## src/rtl/fpu_issue_ctrl.sv

```systemverilog
// FP issue/writeback controller: 3-stage pipe tag tracking, iterative
// div/sqrt FSM, RAW/WAW/structural stall logic and write-port arbitration.
module fpu_issue_ctrl #(
    parameter int DIV_CYCLES = 24
) (
    input  logic       clk,
    input  logic       clrn,
    input  logic       id_valid,
    input  logic       id_fadd,
    input  logic       id_fsub,
    input  logic       id_fmul,
    input  logic       id_fdiv,
    input  logic       id_fsqrt,
    input  logic [4:0] id_fs,
    input  logic [4:0] id_ft,
    input  logic [4:0] id_fd,
    output logic       stall,
    output logic       pipe_en,
    output logic [1:0] pipe_op,
    output logic       div_start,
    output logic       div_op,
    output logic       wb_we,
    output logic       wb_sel,
    output logic [4:0] wb_fd,
    output logic       busy
);

    localparam int CW = $clog2(DIV_CYCLES);

    typedef enum logic [1:0] {
        D_IDLE,
        D_BUSY,
        D_WB
    } dstate_t;

    dstate_t         dstate;
    logic [CW-1:0]   cnt;
    logic [4:0]      dfd;
    logic            e1_v, e2_v, e3_v;
    logic [4:0]      e1_fd, e2_fd, e3_fd;

    logic any_op, pipe_req, div_req, chk_ft;
    logic raw_pipe, div_haz, struct_haz, issue;

    assign any_op   = id_fadd | id_fsub | id_fmul | id_fdiv | id_fsqrt;
    assign pipe_req = id_fadd | id_fsub | id_fmul;
    assign div_req  = id_fdiv | id_fsqrt;
    assign chk_ft   = ~id_fsqrt;

    // E3 is excluded: the write-through register file forwards it
    assign raw_pipe =
        (e1_v && (e1_fd == id_fs || (chk_ft && e1_fd == id_ft))) ||
        (e2_v && (e2_fd == id_fs || (chk_ft && e2_fd == id_ft)));

    assign div_haz = (dstate != D_IDLE) &&
        (dfd == id_fs || (chk_ft && dfd == id_ft) || dfd == id_fd);

    assign struct_haz = div_req && (dstate != D_IDLE);

    // gated by clrn so nothing leaks out while reset is held
    assign stall = clrn & id_valid & any_op &
                   (raw_pipe | div_haz | struct_haz);
    assign issue   = clrn & id_valid & any_op & ~stall;
    assign pipe_en = issue & pipe_req;

    always_comb begin
        pipe_op = 2'b00;
        if (pipe_en) begin
            unique case (1'b1)
                id_fmul: pipe_op = 2'b10;
                id_fsub: pipe_op = 2'b01;
                default: pipe_op = 2'b00;
            endcase
        end
    end

    always_comb begin
        wb_we  = 1'b0;
        wb_sel = 1'b0;
        wb_fd  = 5'd0;
        if (e3_v) begin
            wb_we = 1'b1;
            wb_fd = e3_fd;
        end else if (dstate == D_WB) begin
            wb_we  = 1'b1;
            wb_sel = 1'b1;
            wb_fd  = dfd;
        end
    end

    assign busy = e1_v | e2_v | e3_v | (dstate != D_IDLE);

    always_ff @(posedge clk or negedge clrn) begin
        if (!clrn) begin
            e1_v      <= 1'b0;
            e2_v      <= 1'b0;
            e3_v      <= 1'b0;
            e1_fd     <= 5'd0;
            e2_fd     <= 5'd0;
            e3_fd     <= 5'd0;
            dstate    <= D_IDLE;
            cnt       <= '0;
            dfd       <= 5'd0;
            div_op    <= 1'b0;
            div_start <= 1'b0;
        end else begin
            e1_v      <= pipe_en;
            e1_fd     <= id_fd;
            e2_v      <= e1_v;
            e2_fd     <= e1_fd;
            e3_v      <= e2_v;
            e3_fd     <= e2_fd;
            div_start <= 1'b0;
            unique case (dstate)
                D_IDLE: begin
                    if (issue && div_req) begin
                        dstate    <= D_BUSY;
                        cnt       <= CW'(DIV_CYCLES - 1);
                        dfd       <= id_fd;
                        div_op    <= id_fsqrt;
                        div_start <= 1'b1;
                    end
                end
                D_BUSY: begin
                    if (cnt == '0)
                        dstate <= D_WB;
                    else
                        cnt <= cnt - 1'b1;
                end
                D_WB: begin
                    if (!e3_v)
                        dstate <= D_IDLE;
                end
                default: dstate <= D_IDLE;
            endcase
        end
    end

endmodule

```

## config.mk

```make
export PLATFORM = sky130hd
export DESIGN_NAME = fpu_issue_ctrl
export DESIGN_NICKNAME = d
export VERILOG_FILES = /design/src/rtl/fpu_issue_ctrl.sv
export SDC_FILE = /design/constraint.sdc
export NUM_CORES = 1
export LEC_CHECK = 0
export CAP_MARGIN = 30
export CORE_MARGIN = 5
export CORE_UTILIZATION = 40
export CTS_CLUSTER_DIAMETER = 200
export CTS_CLUSTER_SIZE = 12
export DETAILED_ROUTE_END_ITERATION = 10
export GPL_TIMING_DRIVEN = 1
export PLACE_DENSITY = 0.71
export SETUP_SLACK_MARGIN = 0.5
export SLEW_MARGIN = 40
export SYNTH_ARGS = -nofsm -noshare
export SYNTH_HDL_FRONTEND = slang
export SYNTH_SLANG_ARGS = --single-unit
export TNS_END_PERCENT = 100
```

## constraint.sdc

```tcl
create_clock -name clk -period 1.8 [get_ports clk]
set_input_delay 0.45 -clock clk [delete_from_list [all_inputs] [get_ports clk]]
set_output_delay 0.45 -clock clk [all_outputs]
set_load 0.02 [all_outputs]
```

# ---- Word level (Yosys, flattened, before mapping)
# Index checks and enable logic that the tools add are counted.
dict set report classes {
  bitwise_logic 17
  eq_ne 13
  muxes 16
  addsub 1
  reduce_logical 20
}
# operator n
set op_table {}
lappend op_table {{$eq A5 B5 Y1} 7}
lappend op_table {{$mux W5} 4}
lappend op_table {{$or A1 B1 Y1} 10}
lappend op_table {{$pmux W5 S2} 1}
lappend op_table {{$logic_and A1 B1 Y1} 8}
lappend op_table {{$mux W2} 4}
lappend op_table {{$ne A2 B2 Y1 const B} 4}
lappend op_table {{$pmux W2 S3} 1}
lappend op_table {{$reduce_and A3 Y1} 2}
lappend op_table {{$and A1 B1 Y1} 5}
lappend op_table {{$logic_not A5 Y1} 1}
lappend op_table {{$logic_or A1 B1 Y1} 5}
lappend op_table {{$mux W1} 5}
lappend op_table {{$sub A5 B1 Y5 const B} 1}
lappend op_table {{$pmux W2 S2} 1}
lappend op_table {{$reduce_bool A2 Y1} 2}
lappend op_table {{$eq A2 B1 Y1 const B} 1}
lappend op_table {{$eq A2 B2 Y1 const B} 1}
lappend op_table {{$logic_not A2 Y1} 1}
lappend op_table {{$not A1 Y1} 2}
lappend op_table {{$reduce_and A2 Y1} 1}
dict set report word_totals {
  in_bits 23
  reg_bits 32
  wordCells 78
}

# ---- Logic depth before layout (Yosys ltp)
dict set report depth {
  ltp_word 13
  depth_mapped 7
  mapped_depth_nobuf 7
}

# ---- Worst setup path before layout
# Ideal clock, no wire load.
dict set report synth_timing {
  kind {input -> output}
  start {in id_fs[4]}
  end {out stall}
  stages 6
  setup_slack_ps -481
  arrival_time_ps 1831
  required_ps 1350
  path_cell_list {xor2_1 nor4_1 nand3_1 and4_4 o21a_1 a211oi_1}
}
dict set report synth_between {
  elab_chain_len 7
  word_cells_on_any_way 14
}
# element line
set synth_lines {}
lappend synth_lines {{start, declared} 14} ;# input logic [4:0] id_fs,
lappend synth_lines {{$eq A5 B5 Y1, on equally long branches} {52, 53, 56}}
lappend synth_lines {{$logic_or A1 B1 Y1, on equally long branches} {52, 53, 56}}
lappend synth_lines {{$logic_and A1 B1 Y1 (tied with other cells)} 52} ;# (e1_v && (e1_fd == id_fs || (chk_ft && e1_fd == id_ft))) ||
lappend synth_lines {{$logic_or A1 B1 Y1 or $logic_and A1 B1 Y1 (tied branches)} {52, 55}}
lappend synth_lines {{$or A1 B1 Y1 * (2 in a row)} 62} ;# (raw_pipe | div_haz | struct_haz);
lappend synth_lines {{$and A1 B1 Y1 *} 61} ;# assign stall = clrn & id_valid & any_op &
lappend synth_lines {{end, declared} 17} ;# output logic stall,
# Mark *: on every way between the ends. The rest lies on a longest branch, timed or not.

# ---- Worst setup path in the final report
dict set report layout_timing {
  start {reg dfd[2]}
  end {out stall}
}
dict set report layout_between {
  elab_chain_len 8
  word_cells_on_any_way 10
}
# element line
set layout_lines {}
lappend layout_lines {{start, declared} 38} ;# logic [4:0] dfd;
lappend layout_lines {{start signal, assigned} 119} ;# dfd <= id_fd;
lappend layout_lines {{$eq A5 B5 Y1} 56} ;# (dfd == id_fs || (chk_ft && dfd == id_ft) || dfd == id_fd);
lappend layout_lines {{$logic_and A1 B1 Y1} 56}
lappend layout_lines {{$logic_or A1 B1 Y1} 56}
lappend layout_lines {{$logic_or A1 B1 Y1 *} 56}
lappend layout_lines {{$logic_and A1 B1 Y1 *} 55} ;# assign div_haz = (dstate != D_IDLE) &&
lappend layout_lines {{$or A1 B1 Y1 * (2 in a row)} 62}
lappend layout_lines {{$and A1 B1 Y1 *} 61}
# Marked as above.

==> impl_metrics.toml <==
[floorplan]
initial_core_util = 0.408
fp-row-count = 23
io_pins = 37
fp.dieH_microns = 73.6
core_sq_um = 3970
dieArea_sq_um = 5420
die_x_microns = 73.6

[synth]
ys_seq_elements = 32
synth-edff-count = 0
ys_warn_count = 0
ys.flop_type = "dfrtp_1"
async_flop_share = 1.00
syn_inst = 141
seq_area_frac_synth = 0.494
syn-num-nets = 166
yosysUniqueCellTypes = 34
synth_area_per_cell_sq_um = 11.5
netlist_area_sq_um = 1620

[drt]
wirelength_mm = 4.40
first_pass_iters = 4
vias_per_cell = 5.03
vias = 1364
antenna_left = 0
detail_route.drc_violations = 0
drt-wirelength-per-cell_microns = 16.2
first_iter_violations = 62

[outcome]
status = "finished with violations"
violations = "setup timing"

[power]
ir_worst_vdd_uv = 602
p_comb_frac = 0.447
power.density_nw_per_um2 = 1080
clockPowerShare = 0.173
totalPowerFinal_mw = 2.90
switching_power_mw = 1.03
pwr-share-seq = 0.380
sw_frac_of_total = 0.353
internal-power_mw = 1.88
p_leak_nw = 1.23

[placed_design]
gp_congestion = 0.839
place_ws_ps = -1420
port_buffers = 36
dp_hpwl_mm = 3.28

[clock_network]
clock_latency_ps = 280
numClockSinks = 32
cts_tree = "built"
cts_max_level = 2
cts_root_buf = "clkbuf_8"
cts.clk_slew.worst_paths_ps = 60
clockBufferDepth = 2
cts_buffers = 5

[global_routing]
grt_use_total = 0.175
antenna_found_initial = 0
grt_max_degree = 33
grt_pass1_vias = 1492
grt-ovfl-total = 0
grt_first_pass_wirelength_mm = 7.03

[final_layout]
area_delta_synth_final_pct = 65.3
layout_common_cells = "dfrtp_1 (30), buf_4 (30), xor2_1 (21)"
nets = 246
drive_above_1_share = 0.493
antenna_cells = 0

[critical_path]
arrival_ps = 1980
crit_fanout = 5
startpoint_type = "flip-flop"
critical_path_class = "flip-flop to output pin"
endpoint_kind = "output pin"
critPathRequiredTime_ps = 1350

[worst_hold_path]
hold_class = "flip-flop to flip-flop"

[timing]
fin_skew_ps = 5.68
finalSetupViolCount = 20
fin_crit_sh = 1.35
drv_slew = 0
max_freq_mhz = 412
rsz0062_at_grt = "yes"
fin_ws_ps = -628
hold_violations = 0
tightest_slew_ps = 663
finalCriticalPeriod_ps = 2430
slew_headroom = 0.554

[run]
cap_violations = 0
-- worst max-delay path, cell delays in order (launching register included) --
cell and delay [ps]:
dfrtp_2 460, xnor2_2 210, nand3_1 140, o31ai_2 210, a311oi_2 80, o21a_4 250
a211oi_4 190, buf_6 150
-- timing repair --
action / in CTS / in global routing
gates resized for setup: 123 / 16
hold buffers: 0 / 0
gates cloned: 0 / 0
buffers inserted: 5 / 4
hold endpoints to repair: 0 / 0
pin swaps: 20 / 10
endpoints found under the setup margin: 29 / 27
-- power groups by stage --
stage          combinational, mW  clock [mW]  sequential [mW]
2_1_floorplan              0.673           0             1.07
3_3_place_gp                1.09           0             1.07
3_5_place_dp                1.12           0             1.09
4_1_cts                     1.18       0.520             1.09
5_1_grt                     1.39       0.557             1.13
6_report                    1.30       0.501             1.10
-- synth_stat cells (3+ instances only) --
master   count  area share
dfrtp_1     32        0.49
xor2_1      23        0.12
xnor2_1     13       0.070
nor2_1       9       0.021
nand2_1      6       0.014
nor3_1       6       0.019
a22o_1       5       0.027
inv_1        5       0.012
nand3_1      4       0.012
nor4_1       4       0.015
mux2_2       3       0.021
mux2_4       3       0.028
-- final timing paths --
kind,start,end,slack (ps),cells past startpoint
worst max-delay path,dfd[2],stall,-630,7
worst max register to register,e1_fd[1],dfd[4],-110,7
worst min register to register,e2_fd[1],e3_fd[1],430,0
worst min-delay path,e2_fd[1],e3_fd[1],430,0
min in group asynchronous,clrn,cnt[0],660,2
max in group asynchronous,clrn,dfd[4],830,2
-- stage by stage --
step / TNS, ps / cells / hold WS, ps / util / cell area, sq um
final: -3380 / 271 / 433 / 0.674 / 2680
after global placement: -14980 / 255 / 419 / 0.595 / 2360
after floorplan: -534 / 141 / 154 / - / 1740
after CTS: -3930 / 267 / 439 / 0.650 / 2580
after global routing: -6030 / 271 / 442 / 0.674 / 2680
after detailed placement: -16820 / 255 / 425 / 0.595 / 2360
-- logic make-up (layout without fill, tap and decap cells) --
kind of cell,count (synthesis),count (layout),synth area share
compound gates,15,15,0.0703
xor+xnor,36,36,0.195
fa+ha+maj,2,2,0.0154
buf+inv,7,87,0.0232
flops,32,32,0.494
mux,6,6,0.0486
simple gates,43,43,0.154
-- cell type report --
| cell class | count | area, sq um |
|---|---|---|
| Clock buffer | 6 | 72.6 |
| Fill cell | 310 | 1290 |
| Sequential cell | 32 | 803 |
| Timing Repair Buffer | 75 | 697 |
| Inverter | 5 | 18.8 |
| Multi-Input combinational cell | 102 | 1020 |
| Tap cell | 50 | 62.6 |
| Clock inverter | 1 | 5.00 |
-- flip-flops by register name, indices dropped and copies added, names as in the netlist --
| register | count |
|---|---|
| cnt | 5 |
| e3_v | 1 |
| e1_v | 1 |
| dfd | 5 |
| e3_fd | 5 |
| dstate | 2 |
| div_start | 1 |
| div_op | 1 |
| e2_v | 1 |
| e1_fd | 5 |
| e2_fd | 5 |
-- per-layer routing --
layer	vias up	wire [microns]	global-route usage
li1	644	-	-
met1	675	1580	0.202
met2	31	2510	0.304
met3	14	160	0.0438
met4	0	145	0.0785
met5	-	0	0
Power figures use the tool's default switching activity.
